<file path="src/rtl/sram_init_rw_ctrl_pkg.sv">
// Shared definitions for the SRAM init/read-write controller.
//   ADDR_W_DEF / DATA_W_DEF / DEPTH_DEF / RESP_DEPTH_DEF : parameter defaults
//   state_e : controller FSM states (INIT zeroes the memory, RUN serves requests)
package sram_init_rw_ctrl_pkg;

  localparam int unsigned ADDR_W_DEF     = 9;
  localparam int unsigned DATA_W_DEF     = 8;
  localparam int unsigned DEPTH_DEF      = 512;
  localparam int unsigned RESP_DEPTH_DEF = 3;

  typedef enum logic {
    INIT = 1'b0,
    RUN  = 1'b1
  } state_e;

endpackage

</file>
<file path="src/rtl/sram_resp_fifo.sv">
// Small response FIFO holding SRAM read data until the consumer takes it.
//   clock, reset     : clock and synchronous active-high reset (empties the FIFO)
//   push, push_data  : write one entry
//   pop              : remove the head entry (ignored when empty)
//   valid, data      : head entry is present / head entry value
module sram_resp_fifo #(
  parameter int unsigned DATA_W     = 8,
  parameter int unsigned RESP_DEPTH = 3
) (
  input  logic              clock,
  input  logic              reset,
  input  logic              push,
  input  logic [DATA_W-1:0] push_data,
  input  logic              pop,
  output logic              valid,
  output logic [DATA_W-1:0] data
);

  localparam int unsigned PTR_W = (RESP_DEPTH > 1) ? $clog2(RESP_DEPTH) : 1;
  localparam int unsigned CNT_W = $clog2(RESP_DEPTH + 1);

  logic [DATA_W-1:0] mem [RESP_DEPTH];
  logic [PTR_W-1:0]  wr_ptr;
  logic [PTR_W-1:0]  rd_ptr;
  logic [CNT_W-1:0]  count;
  logic              do_push;
  logic              do_pop;

  assign valid   = (count != '0);
  assign data    = mem[rd_ptr];
  assign do_pop  = pop && valid;
  // A full FIFO can still accept a push in the cycle its head is popped.
  assign do_push = push && ((count != CNT_W'(RESP_DEPTH)) || do_pop);

  // Entry storage needs no reset; validity is tracked by count.
  always_ff @(posedge clock) begin
    if (do_push) begin
      mem[wr_ptr] <= push_data;
    end
  end

  // Pointers and occupancy.
  always_ff @(posedge clock) begin
    if (reset) begin
      wr_ptr <= '0;
      rd_ptr <= '0;
      count  <= '0;
    end else begin
      if (do_push) begin
        wr_ptr <= (wr_ptr == PTR_W'(RESP_DEPTH - 1)) ? '0 : wr_ptr + PTR_W'(1);
      end
      if (do_pop) begin
        rd_ptr <= (rd_ptr == PTR_W'(RESP_DEPTH - 1)) ? '0 : rd_ptr + PTR_W'(1);
      end
      case ({do_push, do_pop})
        2'b10:   count <= count + CNT_W'(1);
        2'b01:   count <= count - CNT_W'(1);
        default: count <= count;
      endcase
    end
  end

endmodule

</file>
<file path="src/rtl/sram_init_rw_ctrl.sv">
// Single-port SRAM controller: zeroes every entry after reset, then serves
// masked writes and credit-limited reads with in-order read responses.
//   clock, reset          : sole clock (also the SRAM clock), sync active-high reset
//   req_*                 : request channel (valid/ready, write, addr, mask, wdata)
//   resp_*                : read-response channel (valid/ready, data)
//   init_done             : zeroing pass complete
//   RW0_*                 : SRAM port; RW0_rdata valid one cycle after a read enable
module sram_init_rw_ctrl
  import sram_init_rw_ctrl_pkg::*;
#(
  parameter int unsigned ADDR_W     = ADDR_W_DEF,
  parameter int unsigned DATA_W     = DATA_W_DEF,
  parameter int unsigned DEPTH      = DEPTH_DEF,
  parameter int unsigned RESP_DEPTH = RESP_DEPTH_DEF
) (
  input  logic              clock,
  input  logic              reset,
  input  logic              req_valid,
  output logic              req_ready,
  input  logic              req_write,
  input  logic [ADDR_W-1:0] req_addr,
  input  logic [DATA_W-1:0] req_mask,
  input  logic [DATA_W-1:0] req_wdata,
  output logic              resp_valid,
  input  logic              resp_ready,
  output logic [DATA_W-1:0] resp_data,
  output logic              init_done,
  output logic [ADDR_W-1:0] RW0_addr,
  output logic              RW0_en,
  output logic              RW0_wmode,
  output logic [DATA_W-1:0] RW0_wmask,
  output logic [DATA_W-1:0] RW0_wdata,
  input  logic [DATA_W-1:0] RW0_rdata
);

  localparam int unsigned CRED_W = $clog2(RESP_DEPTH + 1);

  state_e            state;
  logic [ADDR_W-1:0] init_cnt;
  logic [CRED_W-1:0] credit;
  logic              rd_pend;
  logic              accept;
  logic              rd_accept;
  logic              pop;
  logic              fifo_valid;
  logic [DATA_W-1:0] fifo_data;

  // Handshake outputs are derived from registered state and masked while
  // reset is high, so a reset cycle never shows a stale RUN-state value.
  assign req_ready  = !reset && (state == RUN) && (credit != '0);
  assign accept     = req_valid && req_ready;
  assign rd_accept  = accept && !req_write;
  assign resp_valid = !reset && fifo_valid;
  assign resp_data  = resp_valid ? fifo_data : '0;
  assign pop        = resp_valid && resp_ready;
  assign init_done  = !reset && (state == RUN);

  // FSM: walk every address once in INIT, then stay in RUN.
  always_ff @(posedge clock) begin
    if (reset) begin
      state    <= INIT;
      init_cnt <= '0;
    end else if (state == INIT) begin
      if (init_cnt == ADDR_W'(DEPTH - 1)) begin
        state <= RUN;
      end
      init_cnt <= init_cnt + ADDR_W'(1);
    end
  end

  // Credit bounds outstanding reads (pending + queued) to the FIFO depth.
  always_ff @(posedge clock) begin
    if (reset) begin
      credit  <= CRED_W'(RESP_DEPTH);
      rd_pend <= 1'b0;
    end else begin
      rd_pend <= rd_accept;
      case ({rd_accept, pop})
        2'b10:   credit <= credit - CRED_W'(1);
        2'b01:   credit <= credit + CRED_W'(1);
        default: credit <= credit;
      endcase
    end
  end

  // SRAM port mux: zeroing writes in INIT, accepted requests in RUN, else idle.
  always_comb begin
    RW0_en    = 1'b0;
    RW0_wmode = 1'b0;
    RW0_addr  = '0;
    RW0_wmask = '0;
    RW0_wdata = '0;
    if (!reset) begin
      if (state == INIT) begin
        RW0_en    = 1'b1;
        RW0_wmode = 1'b1;
        RW0_addr  = init_cnt;
        RW0_wmask = '1;
      end else if (accept) begin
        RW0_en    = 1'b1;
        RW0_wmode = req_write;
        RW0_addr  = req_addr;
        RW0_wmask = req_mask;
        RW0_wdata = req_wdata;
      end
    end
  end

  // Read data arrives the cycle after the read and is queued for the consumer.
  sram_resp_fifo #(
    .DATA_W     (DATA_W),
    .RESP_DEPTH (RESP_DEPTH)
  ) u_resp_fifo (
    .clock     (clock),
    .reset     (reset),
    .push      (rd_pend),
    .push_data (RW0_rdata),
    .pop       (pop),
    .valid     (fifo_valid),
    .data      (fifo_data)
  );

endmodule

</file>
<file path="config.mk">
export PLATFORM = sky130hd
export DESIGN_NAME = sram_init_rw_ctrl
export DESIGN_NICKNAME = d
export VERILOG_FILES = /design/src/rtl/sram_init_rw_ctrl_pkg.sv /design/src/rtl/sram_resp_fifo.sv /design/src/rtl/sram_init_rw_ctrl.sv
export SDC_FILE = /design/constraint.sdc
export NUM_CORES = 1
export LEC_CHECK = 0
export CAP_MARGIN = 20
export CORE_MARGIN = 2
export CORE_UTILIZATION = 50
export CTS_BUF_LIST = sky130_fd_sc_hd__clkbuf_4 sky130_fd_sc_hd__clkbuf_8
export CTS_CLUSTER_SIZE = 24
export DETAILED_ROUTE_END_ITERATION = 8
export PLACE_DENSITY = 0.95
export SLEW_MARGIN = 15
export SYNTH_ARGS = -nofsm -noshare
export SYNTH_HDL_FRONTEND = slang
export SYNTH_SLANG_ARGS = --single-unit
export TNS_END_PERCENT = 5
</file>
<file path="constraint.sdc">
create_clock -name clock -period 4.5 [get_ports clock]
set_input_delay 0.45 -clock clock [delete_from_list [all_inputs] [get_ports clock]]
set_output_delay 0.45 -clock clock [all_outputs]
set_load 0.05 [all_outputs]
</file>
==> Yosys cells after proc, flatten, opt, wreduce, memory -nomap -nowiden <==
Memories as Yosys holds them, arrays and structs flattened. A register that Yosys moved wholly into a read port is not among the register bits.
Index checks and enable logic that the tools add are counted.
{ "word_totals": {"word_cells": 64, "ramBits": 24, "mem_count": 1, "register_bits": 19, "in_bits": 38, "out_inout_bits": 38} }
{ "classes": {"n_eq_ne": 8, "addsub": 7, "muxes": 26, "n_reduce_logical": 15} }
{ "mem_list": {"columns": ["memory", "depth", "word_bits", "rd", "rd_ports_with_merged_regs", "write_ports", "line_no", "text"], "rows": [
  ["u_resp_fifo.mem", 3, 8, 1, 1, 1, "sram_resp_fifo.sv:22", "logic [DATA_W-1:0] mem [RESP_DEPTH];"]
]} }
{ "op_table": {"columns": ["cell", "n"], "rows": [
  ["8-bit 2-to-1 mux", 7],
  ["9-bit 2-to-1 mux", 3],
  ["1-bit 2-to-1 mux", 10],
  ["9-bit by 1-bit adder with 9-bit output (second input constant)", 1],
  ["9-bit equality test (second input constant)", 1],
  ["2-bit by 1-bit adder with 2-bit output (second input constant)", 4],
  ["2-bit equality test (second input constant)", 4],
  ["1-bit logical AND", 8],
  ["2-bit 2-to-1 mux", 4],
  ["2-bit case mux with 2 select lines", 2],
  ["2-bit nonzero test", 4],
  ["2-bit by 1-bit equality test with 1-bit output (second input constant)", 2],
  ["2-bit by 1-bit subtractor with 2-bit output (second input constant)", 2],
  ["1-bit zero test", 2],
  ["2-bit != test (second input constant)", 1],
  ["1-bit logical OR", 1]
]} }

==> Depth between registers and ports, before layout <==
{ "logic_depth": {"depth_word": 8, "depth_mapped": 9, "ltp_nobuf": 7} }

==> By module <==
A second synthesis with hierarchy kept.
{ "hier_totals": {"hier_cells": 209, "hier_area_um2": 2173.3} }
{ "modules_own_cells": {"columns": ["module", "area_each_um2", "n_inst", "seq_area_each_um2", "cells_per_inst"], "rows": [
  ["sram_resp_fifo", 1248.7, 1, 880.8, 88],
  ["sram_init_rw_ctrl", 924.6, 1, 260.2, 121]
]} }

==> Worst setup path before layout <==
Ideal clock, no wire load.
{ "synth_timing": {"path_type": "input -> register", "startpoint": "input port reset", "endpoint": "register credit[1]", "cell_stages": 8, "t_arrival_ns": 2.226, "path_buffers": 2, "setup_ns": 0.127, "required_time_ns": 4.373, "setup_slack_ns": 2.147, "path_cell_list": "nor2b_2 > and3b_1 > buf_4 > buf_6 > nand2_1 > ha_1 > o21ai_0 > or3b_1"} }
{ "synth_between": {"elab_chain_cells": 7, "word_cells_on_any_way": 11, "cone_classes": "eq/ne (2); mux (1); reduce/logical (8)"} }
{ "synth_lines": {"columns": ["element", "line_no", "text"], "rows": [
  ["start: declaration", "sram_init_rw_ctrl.sv:17", "input logic reset,"],
  ["1-bit zero test", null, null],
  ["1-bit logical AND (2 in a row)", "sram_init_rw_ctrl.sv:50", "assign req_ready = !reset && (state == RUN) && (credit != '0);"],
  ["1-bit logical AND", "sram_init_rw_ctrl.sv:51", "assign accept = req_valid && req_ready;"],
  ["1-bit logical AND", "sram_init_rw_ctrl.sv:52", "assign rd_accept = accept && !req_write;"],
  ["2-bit by 1-bit equality test with 1-bit output or 2-bit equality test (tied branches)", "sram_init_rw_ctrl.sv:78", "case ({rd_accept, pop})"],
  ["2-bit case mux with 2 select lines or 2-bit nonzero test (tied branches)", null, null],
  ["end signal: assignment", "sram_init_rw_ctrl.sv:79", "2'b10: credit <= credit - CRED_W'(1);"],
  ["end signal: assignment", "sram_init_rw_ctrl.sv:80", "2'b01: credit <= credit + CRED_W'(1);"],
  ["end signal: assignment", "sram_init_rw_ctrl.sv:81", "default: credit <= credit;"],
  ["end: declaration", "sram_init_rw_ctrl.sv:40", "logic [CRED_W-1:0] credit;"]
]} }
Several ways; a longest one is shown, not always the timed one.
A chain may end at the register's enable or synchronous reset.

==> Worst setup path in the final report <==
{ "layout_timing": {"startpoint": "register state", "endpoint": "output port RW0_addr[1]"} }
{ "layout_between": {"elab_chain_cells": 6} }
{ "layout_lines": {"columns": ["element", "line_no", "text"], "rows": [
  ["start: declaration", "sram_init_rw_ctrl.sv:38", "state_e state;"],
  ["start signal: assignment", "sram_init_rw_ctrl.sv:61", "state <= INIT;"],
  ["start signal: assignment", "sram_init_rw_ctrl.sv:65", "state <= RUN;"],
  ["1-bit logical AND (2 in a row)", "sram_init_rw_ctrl.sv:50", null],
  ["1-bit logical AND", "sram_init_rw_ctrl.sv:51", null],
  ["9-bit 2-to-1 mux", "sram_init_rw_ctrl.sv:99", "end else if (accept) begin"],
  ["9-bit 2-to-1 mux *", "sram_init_rw_ctrl.sv:94", "if (state == INIT) begin"],
  ["9-bit 2-to-1 mux *", "sram_init_rw_ctrl.sv:93", "if (!reset) begin"],
  ["end: declaration", "sram_init_rw_ctrl.sv:28", "output logic [ADDR_W-1:0] RW0_addr,"]
]} }
Every way passes the cells marked *; elsewhere a longest branch is shown, timed or not.

==> flow_results.org <==
** Placement
- The wire-length estimate of the detail-placed layout is 3.287 mm.
- Port buffering added 75 buffers.
- Prior to clock tree synthesis, the placed netlist has a worst setup slack of 1.194 ns.
- Final GP Congestion :: 0.7493

** Setup path
- Crit end category :: primary output
- Maximum cell stage delay along the critical path :: 0.95 ns
- Critical Path Slowest Stage Cell :: sky130_fd_sc_hd__dfxtp_1
- Largest fanout on the critical path :: 29
- Type of the worst setup path :: flip-flop to primary output
- Critical Path Source Type :: flip-flop
- The critical path goes through nor2b_2 -> and3b_1 -> a22o_1 -> clkdlybuf4s50_1.
- Buf+Inv Stages, Crit Path :: 1
- Data on the critical path arrives at its endpoint at 3.08 ns.
- Family with the most delay on the worst path :: flip-flops
- Data required time at the worst endpoint :: 4.05 ns

** GRT
- Antenna violations before repair :: 0
- In the global route stage, overall resource usage came out at 18.55%.
- Summed over all layers, the global routing overflow is 0.
- In the global route stage, met2 resource usage came out at 32.19%.
- GR peak layer :: met2
- Pin count of the biggest net entering global routing :: 30
- The first global-routing pass estimated 7.458 mm of wire.
- For this run, global-route usage on met1 was measured as 22.69%.
- Via count of the first global-routing pass :: 1,667
- Global routing used 6.553% of the available met3 tracks.

** Min path
- The min-delay analysis places its worst path in the category flip-flop to flip-flop.

** CTS
- The tree built by TritonCTS fans out to 45 sinks.
- In this run the number of H-tree levels came out at 2.
- Number of gates given a new drive strength after cts :: 0
- Clock tree from TritonCTS :: yes
- Root Buffer :: sky130_fd_sc_hd__clkbuf_8
- Counting the buffers created by CTS gives 5.
- The longest clock path from root to sink contains 2 buffers.
- Later-pin clock latency in the skew report :: 0.29 ns
- Clock-pin slew was measured on the worst setup and hold paths at 0.08 ns.
- Hold-fix buffers at CTS :: 0
- Number of setup buffers added after CTS :: 0

** Job
- Max-cap violation count :: 0

** Timing
- Setup TNS :: 0 ns
- The tightest hold path in the finished design has a slack of 0.5003 ns.
- Setup violations remaining at the end of the flow were counted as 0.
- Hold Vio Cnt, Final :: 0
- Top achievable clock speed :: 283.4 MHz
- In the finished design, the share of the clock period the worst path needs comes to 78.42%.
- Number of pins exceeding their max-slew limit in the final report :: 0
- Tightest slew margin relative to the limit :: 36.27%
- Final critical-path setup slack :: 0.9711 ns
- Tmin final :: 3.529 ns
- Final Skew :: 0.006653 ns
- For the pin with the worst max-slew slack, the measured transition is 0.9546 ns.
- Setup repair after global routing left no endpoint under its margin.

** Die
- The initial utilization of the core area, before any placement, comes to 51.45%.
- Measured along the x axis, the die boundary spans 70.70 um.
- Number of standard-cell rows in the floorplan :: 24
- Ports placed on the boundary :: 76
- Die boundary height :: 70.70 um
- The core region is 4324 um2.
- Area enclosed by the die boundary :: 4998 um2

** Detailed routing
- Post-detailed-route via-to-cell ratio :: 5.036
- Number of iterations in the first detailed-routing pass :: 4
- Wires add up to 4.382 mm.
- For this run, design rule violations remaining after detail routing come to 0.
- After the first detailed-routing iteration, the DRC count stood at 104.
- The detail route stage leaves a number of antenna-violating nets equal to 0.
- Per-cell routed wire length :: 13.24 um
- Total via count in the routed design :: 1,667

** Synth
- After synthesis the netlist holds a flip-flop and latch count of 45.
- For this run, the register share of the synthesized area comes to 51.29%.
- Counting every instance in the synthesized netlist gives 205.
- The synthesized design contains 24 enable-type register cells.
- Among all flip-flop cells after synthesis, the most frequent one is sky130_fd_sc_hd__edfxtp_1.
- Proportion of netlist area held by the largest area contributor :: 32.40%
- Of all cell types, the one taking the most synthesized area is sky130_fd_sc_hd__edfxtp_1.
- A synthesized cell averages 10.85 um2.
- The number of nets handed over by synthesis was 247.
- Yosys printed 0 warnings.
- By area the synthesized netlist is led by sky130_fd_sc_hd__edfxtp_1 32%, sky130_fd_sc_hd__dfxtp_1 19%, sky130_fd_sc_hd__mux2i_1 5.8%, sky130_fd_sc_hd__mux2_2 5.1%, sky130_fd_sc_hd__nor2_1 4.0%.
- Proportion of register bits with asynchronous set or reset after synthesis :: 0%
- Summing every instance area after synthesis gives 2225 um2.
- Synth unique cells :: 39

** Power
- In this run the power density over the cells is 247.6 nW/um2.
- In this run the static leakage power is 1.167 nW.
- The worst-case IR drop observed on VDD is 0.1711 mV.

** Cells and area
- After the last flow step, the layout net total stands at 320.
- Total inserted antenna cells :: 0
- Area grow syn2layout :: 38.30%
- Share of final-layout standard cells stronger than drive strength 1 :: 9.677%

** Outcome
- The run finished with clean final reports.
worst reg2reg max path: cells and delay by family, from the launching register on:
family | cells | cell delay (ns)
simple gates | 4 | 1.28
flops | 1 | 0.95
fa+ha+maj | 1 | 0.36
compound gates | 1 | 0.16
layout by cell type (no fill, tap or decap), types with 6 or more instances in the layout:
cell type,n
sky130_fd_sc_hd__and2_1,9
sky130_fd_sc_hd__o21ai_0,7
sky130_fd_sc_hd__edfxtp_1,24
sky130_fd_sc_hd__a21oi_1,14
sky130_fd_sc_hd__a21o_1,7
sky130_fd_sc_hd__nor3b_1,7
sky130_fd_sc_hd__clkdlybuf4s50_1,75
sky130_fd_sc_hd__dfxtp_1,21
sky130_fd_sc_hd__xor2_1,6
sky130_fd_sc_hd__mux2i_1,13
sky130_fd_sc_hd__inv_1,13
sky130_fd_sc_hd__nor2_1,24
sky130_fd_sc_hd__mux2_2,10
path summary, 6_finish.rpt:
| path | from | end | slack, ns | depth (start not counted) |
|---|---|---|---|---|
| worst max register to register | state | credit[1] | 1.65 | 6 |
| worst max-delay path | state | RW0_addr[1] | 0.97 | 4 |
| worst min register to register | init_cnt[6] | init_cnt[6] | 0.50 | 2 |
| worst min-delay path | init_cnt[6] | init_cnt[6] | 0.50 | 2 |
cell families (layout without fill, tap and decap cells):
group | after synthesis | count (layout) | share of synthesized area (%)
and+or+nand+nor | 68 | 68 | 18.28
DFF | 45 | 45 | 51.29
AOI/OAI and AO/OA | 32 | 32 | 8.886
buffers and inverters | 26 | 100 | 5.624
muxes | 23 | 23 | 10.91
xor gates and xnor gates | 7 | 7 | 2.756
adders and majority gates | 4 | 4 | 2.250
sequential cells by signal (all words and copies together), names as in the netlist, named ones only:
name                count
rd_pend                 1
u_resp_fifo.mem        24
u_resp_fifo.wr_ptr      2
credit                  2
init_cnt                9
u_resp_fifo.rd_ptr      2
state                   1
u_resp_fifo.count       2
layer usage:
metal	vias to the layer above	routed length, um
li1	854	-
met1	741	1925
met2	70	2077
met3	2	372
met4	0	7
met5	-	0
final cells by class:
| class | instances | area, um2 |
|---|---|---|
| clock buffers | 5 | 68.82 |
| clock inverters | 3 | 17.52 |
| fillers | 314 | 1247 |
| inverters | 14 | 52.55 |
| multi-input cells | 134 | 958.4 |
| flip-flops and latches | 45 | 1141 |
| well taps | 52 | 65.06 |
| repair buffers | 78 | 773.2 |
Yosys cell counts (all sizes together), types with 3 or more instances:
cell and instances:
a21o 7, a21oi 14, and2 9, buf 11
dfxtp 21, edfxtp 24, ha 4, inv 14
mux2 10, mux2i 13, nand2b 3, nor2 24
nor2b 3, nor3 4, nor3b 8, o21ai 7
or3 5, xor2 6
through the flow:
stage,cell area (um2),std cells,util [%],total power [mW]
4_1_cts,3077,331,71.15,0.7713
3_5_place_dp,2990,323,69.16,0.5361
3_3_place_gp,2990,323,69.16,0.5348
6_report,3077,331,71.15,0.7619
2_1_floorplan,2225,205,-,0.4861
5_1_grt,3077,331,71.15,0.7980
power breakdown:
part	internal, mW	switching [mW]	leakage [nW]
clock network	0.107	0.128	0.0439
logic	0.0456	0.0431	0.738
registers	0.433	0.00438	0.385
total	0.586	0.176	1.17
(Power assumes the default switching activity.)
